==> config.mk <==
export PLATFORM = sky130hd
export DESIGN_NAME = miriscv_lsu_sb
export DESIGN_NICKNAME = d
export VERILOG_FILES = /design/src/rtl/miriscv_lsu_pkg.sv /design/src/rtl/miriscv_sb_fifo.sv /design/src/rtl/miriscv_lsu_sb.sv
export SDC_FILE = /design/constraint.sdc
export NUM_CORES = 1
export LEC_CHECK = 0
export CORE_ASPECT_RATIO = 0.7
export CORE_UTILIZATION = 41
export DETAILED_ROUTE_END_ITERATION = 16
export GPL_ROUTABILITY_DRIVEN = 0
export GPL_TIMING_DRIVEN = 1
export PLACE_DENSITY = 0.71
export SLEW_MARGIN = 25
export SYNTH_ARGS = -nofsm -noshare
export SYNTH_HDL_FRONTEND = slang
export SYNTH_SLANG_ARGS = --single-unit
export TNS_END_PERCENT = 30
==> constraint.sdc <==
create_clock -name clk_i -period 10.9 [get_ports clk_i]
set_input_delay 1.09 -clock clk_i [delete_from_list [all_inputs] [get_ports clk_i]]
set_output_delay 1.09 -clock clk_i [all_outputs]
set_load 0.02 [all_outputs]
==> src/rtl/miriscv_lsu_pkg.sv <==
// rtl/miriscv_lsu_pkg.sv - LSU size encodings, load FSM states, store-buffer entry and lane helpers
package miriscv_lsu_pkg;

    localparam logic [2:0] LDST_B  = 3'd0;
    localparam logic [2:0] LDST_H  = 3'd1;
    localparam logic [2:0] LDST_W  = 3'd2;
    localparam logic [2:0] LDST_BU = 3'd4;
    localparam logic [2:0] LDST_HU = 3'd5;

    localparam int unsigned SB_ADDR_W = 32;

    typedef enum logic [1:0] {
        LSU_IDLE,
        LSU_LD_WAIT,
        LSU_LD_FLUSH
    } lsu_state_e;

    typedef struct packed {
        logic [SB_ADDR_W-1:0] addr;
        logic [3:0]           be;
        logic [31:0]          data;
    } sb_entry_t;

    function automatic logic [3:0] lsu_be(input logic [2:0] size, input logic [1:0] off);
        case (size)
            LDST_B, LDST_BU: return 4'b0001 << off;
            LDST_H, LDST_HU: return off[1] ? 4'b1100 : 4'b0011;
            default:         return 4'b1111;
        endcase
    endfunction

    // Replicate the stored byte/half across every lane so the byte enables alone pick it.
    function automatic logic [31:0] lsu_wdata(input logic [2:0] size, input logic [31:0] data);
        case (size)
            LDST_B, LDST_BU: return {4{data[7:0]}};
            LDST_H, LDST_HU: return {2{data[15:0]}};
            default:         return data;
        endcase
    endfunction

    function automatic logic [31:0] lsu_load_ext(input logic [2:0] size, input logic [1:0] off,
                                                 input logic [31:0] rdata);
        logic [7:0]  b;
        logic [15:0] h;
        b = rdata[8*off +: 8];
        h = off[1] ? rdata[31:16] : rdata[15:0];
        case (size)
            LDST_B:  return {{24{b[7]}}, b};
            LDST_BU: return {24'h0, b};
            LDST_H:  return {{16{h[15]}}, h};
            LDST_HU: return {16'h0, h};
            default: return rdata;
        endcase
    endfunction

endpackage

==> src/rtl/miriscv_sb_fifo.sv <==
// rtl/miriscv_sb_fifo.sv - store-buffer FIFO of sb_entry_t with occupancy count
module miriscv_sb_fifo
    import miriscv_lsu_pkg::*;
#(
    parameter int unsigned DEPTH = 2
) (
    input  logic                         clk_i,
    input  logic                         arstn_i,
    input  logic                         push_i,
    input  sb_entry_t                    wdata_i,
    input  logic                         pop_i,
    output sb_entry_t                    rdata_o,
    output logic                         full_o,
    output logic                         empty_o,
    output logic [$clog2(DEPTH+1)-1:0]   count_o
);

    localparam int unsigned CNT_W = $clog2(DEPTH + 1);
    localparam int unsigned PTR_W = (DEPTH > 1) ? $clog2(DEPTH) : 1;
    localparam logic [PTR_W-1:0] LAST = PTR_W'(DEPTH - 1);

    sb_entry_t        mem_q [DEPTH];
    logic [PTR_W-1:0] wptr_q, wptr_d, rptr_q, rptr_d;
    logic [CNT_W-1:0] count_q, count_d;
    logic             do_push, do_pop;

    assign full_o  = (count_q == CNT_W'(DEPTH));
    assign empty_o = (count_q == '0);
    assign count_o = count_q;
    assign rdata_o = mem_q[rptr_q];

    always_comb begin
        do_push = push_i && !full_o;
        do_pop  = pop_i && !empty_o;
        wptr_d  = wptr_q;
        rptr_d  = rptr_q;
        if (do_push) begin
            wptr_d = (wptr_q == LAST) ? '0 : wptr_q + 1'b1;
        end
        if (do_pop) begin
            rptr_d = (rptr_q == LAST) ? '0 : rptr_q + 1'b1;
        end
        count_d = count_q + CNT_W'(do_push) - CNT_W'(do_pop);
    end

    always_ff @(posedge clk_i or negedge arstn_i) begin
        if (!arstn_i) begin
            wptr_q  <= '0;
            rptr_q  <= '0;
            count_q <= '0;
        end else begin
            wptr_q  <= wptr_d;
            rptr_q  <= rptr_d;
            count_q <= count_d;
        end
    end

    always_ff @(posedge clk_i) begin
        if (do_push) begin
            mem_q[wptr_q] <= wdata_i;
        end
    end

endmodule

==> src/rtl/miriscv_lsu_sb.sv <==
// rtl/miriscv_lsu_sb.sv - load/store unit with zero-stall posted store buffer and blocking loads
module miriscv_lsu_sb
    import miriscv_lsu_pkg::*;
#(
    parameter int unsigned SB_DEPTH   = 2,
    parameter int unsigned ADDR_WIDTH = 32
) (
    input  logic                  clk_i,
    input  logic                  arstn_i,
    input  logic                  lsu_req_i,
    input  logic                  lsu_we_i,
    input  logic [2:0]            lsu_size_i,
    input  logic [ADDR_WIDTH-1:0] lsu_addr_i,
    input  logic [31:0]           lsu_data_i,
    input  logic                  lsu_kill_i,
    output logic                  lsu_stall_req_o,
    output logic [31:0]           lsu_data_o,
    output logic                  lsu_misaligned_o,
    output logic                  lsu_sb_empty_o,
    output logic                  data_req_o,
    input  logic                  data_gnt_i,
    input  logic                  data_rvalid_i,
    output logic                  data_we_o,
    output logic [3:0]            data_be_o,
    output logic [ADDR_WIDTH-1:0] data_addr_o,
    output logic [31:0]           data_wdata_o,
    input  logic [31:0]           data_rdata_i
);

    localparam int unsigned CNT_W = $clog2(SB_DEPTH + 1);

    lsu_state_e            state_q, state_d;
    logic [1:0]            ld_off_q, ld_off_d;
    logic [2:0]            ld_size_q, ld_size_d;
    logic                  is_half, is_word, misaligned, acc_ok, is_store, is_load;
    logic                  ld_stall;
    logic [ADDR_WIDTH-1:0] word_addr;
    logic                  sb_push, sb_pop, sb_full, sb_empty;
    logic [CNT_W-1:0]      sb_count;
    sb_entry_t             sb_wentry, sb_head;

    // Reset gates the request decode so nothing is pushed or issued while arstn_i is low.
    always_comb begin
        is_half    = (lsu_size_i == LDST_H) || (lsu_size_i == LDST_HU);
        is_word    = (lsu_size_i == LDST_W);
        misaligned = arstn_i && lsu_req_i &&
                     ((is_half && lsu_addr_i[0]) || (is_word && (lsu_addr_i[1:0] != 2'b00)));
        acc_ok     = arstn_i && lsu_req_i && !misaligned && !lsu_kill_i;
        is_store   = acc_ok && lsu_we_i;
        is_load    = acc_ok && !lsu_we_i;
        word_addr  = {lsu_addr_i[ADDR_WIDTH-1:2], 2'b00};
        sb_wentry.addr = SB_ADDR_W'(word_addr);
        sb_wentry.be   = lsu_be(lsu_size_i, lsu_addr_i[1:0]);
        sb_wentry.data = lsu_wdata(lsu_size_i, lsu_data_i);
        sb_push    = is_store && !sb_full;
    end

    miriscv_sb_fifo #(
        .DEPTH (SB_DEPTH)
    ) u_sb_fifo (
        .clk_i   (clk_i),
        .arstn_i (arstn_i),
        .push_i  (sb_push),
        .wdata_i (sb_wentry),
        .pop_i   (sb_pop),
        .rdata_o (sb_head),
        .full_o  (sb_full),
        .empty_o (sb_empty),
        .count_o (sb_count)
    );

    // Only one memory transaction is ever outstanding: drains and loads issue from IDLE alone.
    always_comb begin
        state_d      = state_q;
        ld_off_d     = ld_off_q;
        ld_size_d    = ld_size_q;
        ld_stall     = 1'b0;
        sb_pop       = 1'b0;
        data_req_o   = 1'b0;
        data_we_o    = 1'b0;
        data_be_o    = '0;
        data_addr_o  = '0;
        data_wdata_o = '0;
        lsu_data_o   = '0;
        unique case (state_q)
            LSU_IDLE: begin
                if (!sb_empty) begin
                    data_req_o   = 1'b1;
                    data_we_o    = 1'b1;
                    data_be_o    = sb_head.be;
                    data_addr_o  = sb_head.addr[ADDR_WIDTH-1:0];
                    data_wdata_o = sb_head.data;
                    sb_pop       = data_gnt_i;
                    ld_stall     = is_load;
                end else if (is_load) begin
                    data_req_o  = 1'b1;
                    data_be_o   = 4'hF;
                    data_addr_o = word_addr;
                    ld_stall    = 1'b1;
                    if (data_gnt_i) begin
                        state_d   = LSU_LD_WAIT;
                        ld_off_d  = lsu_addr_i[1:0];
                        ld_size_d = lsu_size_i;
                    end
                end
            end
            LSU_LD_WAIT: begin
                if (data_rvalid_i) begin
                    lsu_data_o = lsu_load_ext(ld_size_q, ld_off_q, data_rdata_i);
                    state_d    = LSU_IDLE;
                end else if (lsu_kill_i) begin
                    state_d = LSU_LD_FLUSH;
                end else begin
                    ld_stall = is_load;
                end
            end
            LSU_LD_FLUSH: begin
                ld_stall = is_load;
                if (data_rvalid_i) begin
                    state_d = LSU_IDLE;
                end
            end
            default: state_d = LSU_IDLE;
        endcase
    end

    assign lsu_stall_req_o  = ld_stall || (is_store && sb_full);
    assign lsu_misaligned_o = misaligned;
    assign lsu_sb_empty_o   = (sb_count == '0);

    always_ff @(posedge clk_i or negedge arstn_i) begin
        if (!arstn_i) begin
            state_q   <= LSU_IDLE;
            ld_off_q  <= '0;
            ld_size_q <= '0;
        end else begin
            state_q   <= state_d;
            ld_off_q  <= ld_off_d;
            ld_size_q <= ld_size_d;
        end
    end

endmodule
==> flow_metrics.env <==
export IMPL_fin_util_pct=59.63
export IMPL_max_stage_delay_ns=0.86
export IMPL_cts_sinks=143
export IMPL_cts_made_buffers=17
export IMPL_dpl_hpwl_um=12150
export IMPL_ys_flop_type="edfxtp_1"
export IMPL_worstReg2RegEnd="u_sb_fifo.count_o[1]"
export IMPL_nFillCells=1298
export IMPL_path_cells="clkdlybuf4s50_1 > nand3b_1 > o41ai_4 > nor4_4 > buf_4 > o2bb2ai_1 > clkdlybuf4s50_1"
export IMPL_initial_core_util_pct=42.40
export IMPL_clockPowerShare_pct=25.6
export IMPL_max_cap_viol_count=0
export IMPL_cellInternalPower_mw=1.399
export IMPL_cp_arrival_ns=3.95
export IMPL_cts_tree="done"
export IMPL_worstRegToRegCells=9
export IMPL_hold_depth=1
export IMPL_critPathKind="input pin to output port"
export IMPL_fp_dieH_um=111.1
export IMPL_layout_setup_ws_ns=5.864
export IMPL_preCtsSetupSlack_ns=5.846
export IMPL_io_buffers=208
export IMPL_yosys_warnings=0
export IMPL_ir_worst_vdd_mv=0.1164
export IMPL_hold_viol_final=0
export IMPL_critPathMaxFanout=30
export IMPL_netSwitchingPower_uw=773.4
export IMPL_cp_required_ns=9.81
export IMPL_postCtsSetupBuffers=0
export IMPL_cts_root_buffer="clkbuf_16"
export IMPL_cts_resized=0
export IMPL_hp_class="flop to flop"
export IMPL_drt_wl_total_um=17520
export IMPL_seq_area_mm2=0.004244
export IMPL_syn_avg_cell_area_um2=13.08
export IMPL_fin_skew_ns=0.009967
export IMPL_switching_share_pct=35.60
export IMPL_overflow=0
export IMPL_cts_hold_buf=0
export IMPL_area_growth_pct=40.65
export IMPL_diodes=0
export IMPL_final_common_cell="clkdlybuf4s50_1"
export IMPL_crit_path_top_delay_cell="clkdlybuf4s50_1"
export IMPL_vias=5062
export IMPL_reg2reg_slack_ns=8.15
export IMPL_grt_util_all_layers_pct=20.06
export IMPL_drt_iter0_drc=321
export IMPL_fin_crit_ns=5.036
export IMPL_multi_input_comb_area_mm2=0.002495
export IMPL_synth_edf_count=132
export IMPL_wl_per_cell_um=18.06
export IMPL_ios=211
export IMPL_tns_ns=0
export IMPL_drv_slew=0
export IMPL_vias_per_cell=5.219
export IMPL_rr_startpoint="state_q[0]"
export IMPL_endpoint_kind="output port"
export IMPL_synthArstFlopShare_pct=7.692
export IMPL_mappedNetlistArea_mm2=0.006972
export IMPL_dr_pass1_iters=5
export IMPL_layout_common_cells="208 x clkdlybuf4s50_1, 132 x edfxtp_1, 71 x mux2i_1, 54 x nor2_1, 32 x nand2_1"
export IMPL_grt_pass1_wl_um=27170
export IMPL_cpMostUsedCell="clkdlybuf4s50_1"
export IMPL_p_leak_nw=3.515
export IMPL_worst_pin_slew_ns=0.9423
export IMPL_relSlewSlack_pct=37.18
export IMPL_core_area_mm2=0.01644
export IMPL_ys_ff_latch=143
export IMPL_grt_max_degree=67
export IMPL_fin_crit_sh_pct=46.20
export IMPL_synth_distinct_cells=48
export IMPL_grt_pass1_vias=5115
export IMPL_drc=0
export IMPL_hold_end="u_sb_fifo.count_o[1]"
export IMPL_postRouteAntennaNets=0
export IMPL_final_layout_size_suffix_gt1_share_pct=10.87
export IMPL_setup_violations_final=0
export IMPL_rsz0062_at_grt="false"
export IMPL_seqPwrFrac_pct=32.4
export IMPL_die_area_mm2=0.01754
export IMPL_power_density_mw_per_mm2=221.6
export IMPL_syn_inst=533
export IMPL_row_count=39
export IMPL_h_tree_depth=4
export IMPL_final_cells=970
export IMPL_start_kind="input pin"
export IMPL_holdWs_ns=0.5051
export IMPL_status="complete, no violations"
export IMPL_ys_seq_area_share_pct=60.80
export IMPL_die_w_um=157.9
export IMPL_hold_start="u_sb_fifo.count_o[1]"
export IMPL_max_freq_mhz=198.6
export IMPL_clkLatencyLatePin_ns=0.41
export IMPL_clockBufferDepth=2
export IMPL_antenna_found_initial=0
export IMPL_dpl_cell_count=938
export IMPL_share_comb_of_total_power_pct=42.1
export IMPL_nets=840
export IMPL_path_clk_slew_ns=0.06
==> critical path, delay by kind of cell <==
family,cells,cell delay (ns)
buffers and inverters,3,1.87
and+or+nand+nor,2,0.63
AOI/OAI and AO/OA,2,0.35
==> logic make-up after synthesis <==
logic type               share of synthesized area (%)
AO/OA/AOI/OAI                                    8.920
XOR/XNOR                                        0.5026
adder cells (fa/ha/maj)                         0.3589
buffers and inverters                            3.625
flip-flops                                       60.80
multiplexers                                     15.15
other                                          0.05379
AND/OR/NAND/NOR                                  10.59
==> Yosys cell counts (2+ instances only) <==
| master | instances | area (µm²) |
|---|---|---|
| nand2_1 | 33 | 123.9 |
| or2_2 | 2 | 12.51 |
| mux2i_1 | 71 | 710.7 |
| inv_1 | 16 | 60.06 |
| nand3b_1 | 2 | 15.01 |
| nor3_1 | 29 | 145.1 |
| mux2_2 | 25 | 281.5 |
| buf_4 | 4 | 30.03 |
| xnor2_1 | 2 | 17.52 |
| dfrtp_1 | 11 | 275.3 |
| o21ai_0 | 22 | 110.1 |
| nand2b_1 | 4 | 25.02 |
| a21oi_1 | 5 | 25.02 |
| xor2_1 | 2 | 17.52 |
| o2bb2ai_1 | 30 | 262.8 |
| ha_1 | 2 | 25.02 |
| buf_2 | 10 | 50.05 |
| a221oi_1 | 7 | 61.31 |
| edfxtp_1 | 132 | 3964 |
| clkbuf_1 | 17 | 63.81 |
| nor2b_1 | 19 | 118.9 |
| o22ai_1 | 6 | 37.54 |
| nor2_1 | 54 | 202.7 |
| buf_6 | 4 | 45.04 |
==> per-layer routing <==
layer | vias to the layer above | GRT usage [%] | part of all wire [%]
li1 | 2393 | - | -
met1 | 2481 | 27.16 | 46
met2 | 167 | 32.01 | 47
met3 | 21 | 5.160 | 6.6
met4 | 0 | 4.919 | 1.1
met5 | - | 0 | 0
==> how the worst max path moves through the flow <==
stage                              from                     to  slack (ns)  depth (start not counted)
after CTS                 lsu_size_i[0]        data_addr_o[30]        5.85                          7
after global placement    lsu_size_i[0]        data_addr_o[11]        5.97                          7
final                     lsu_size_i[0]        data_addr_o[30]        5.86                          7
after global routing            arstn_i        data_addr_o[30]        5.68                          7
after detailed placement  lsu_size_i[0]        data_addr_o[30]        5.85                          7
after floorplan           lsu_size_i[1]  u_sb_fifo.mem_q[0][0]        2.46                          4
==> final cells by class <==
cell class	instances	share of cell area, %
clock buffer	18	4.377
clock inverter	14	1.480
inverter	17	0.6508
multi-input combinational	339	25.44
sequential	143	43.28
tap	225	2.871
timing repair buffer	214	21.90
==> power by group through the flow <==
stage / Combinational [mW] / Clock [mW] / Sequential [mW]
after floorplan: 0.577 / 0 / 0.660
after detailed placement: 0.915 / 0 / 0.714
after global placement: 0.860 / 0 / 0.745
after CTS: 0.920 / 0.565 / 0.703
after global routing: 0.974 / 0.590 / 0.710
final: 0.914 / 0.556 / 0.703
==> metrics by stage <==
stage	power (mW)	area [µm²]
final	2.172	9806
after global routing	2.275	9806
after CTS	2.188	9804
after detailed placement	1.629	9230
after global placement	1.605	9203
after floorplan	1.236	6975
==> flip-flops by register name, indices dropped and copies added (netlist names) <==
signal             flops
ld_off_q               2
ld_size_q              3
state_q                2
u_sb_fifo.count_o      2
u_sb_fifo.mem_q      132
u_sb_fifo.rptr_q       1
u_sb_fifo.wptr_q       1
Power figures use the tool's default switching activity.
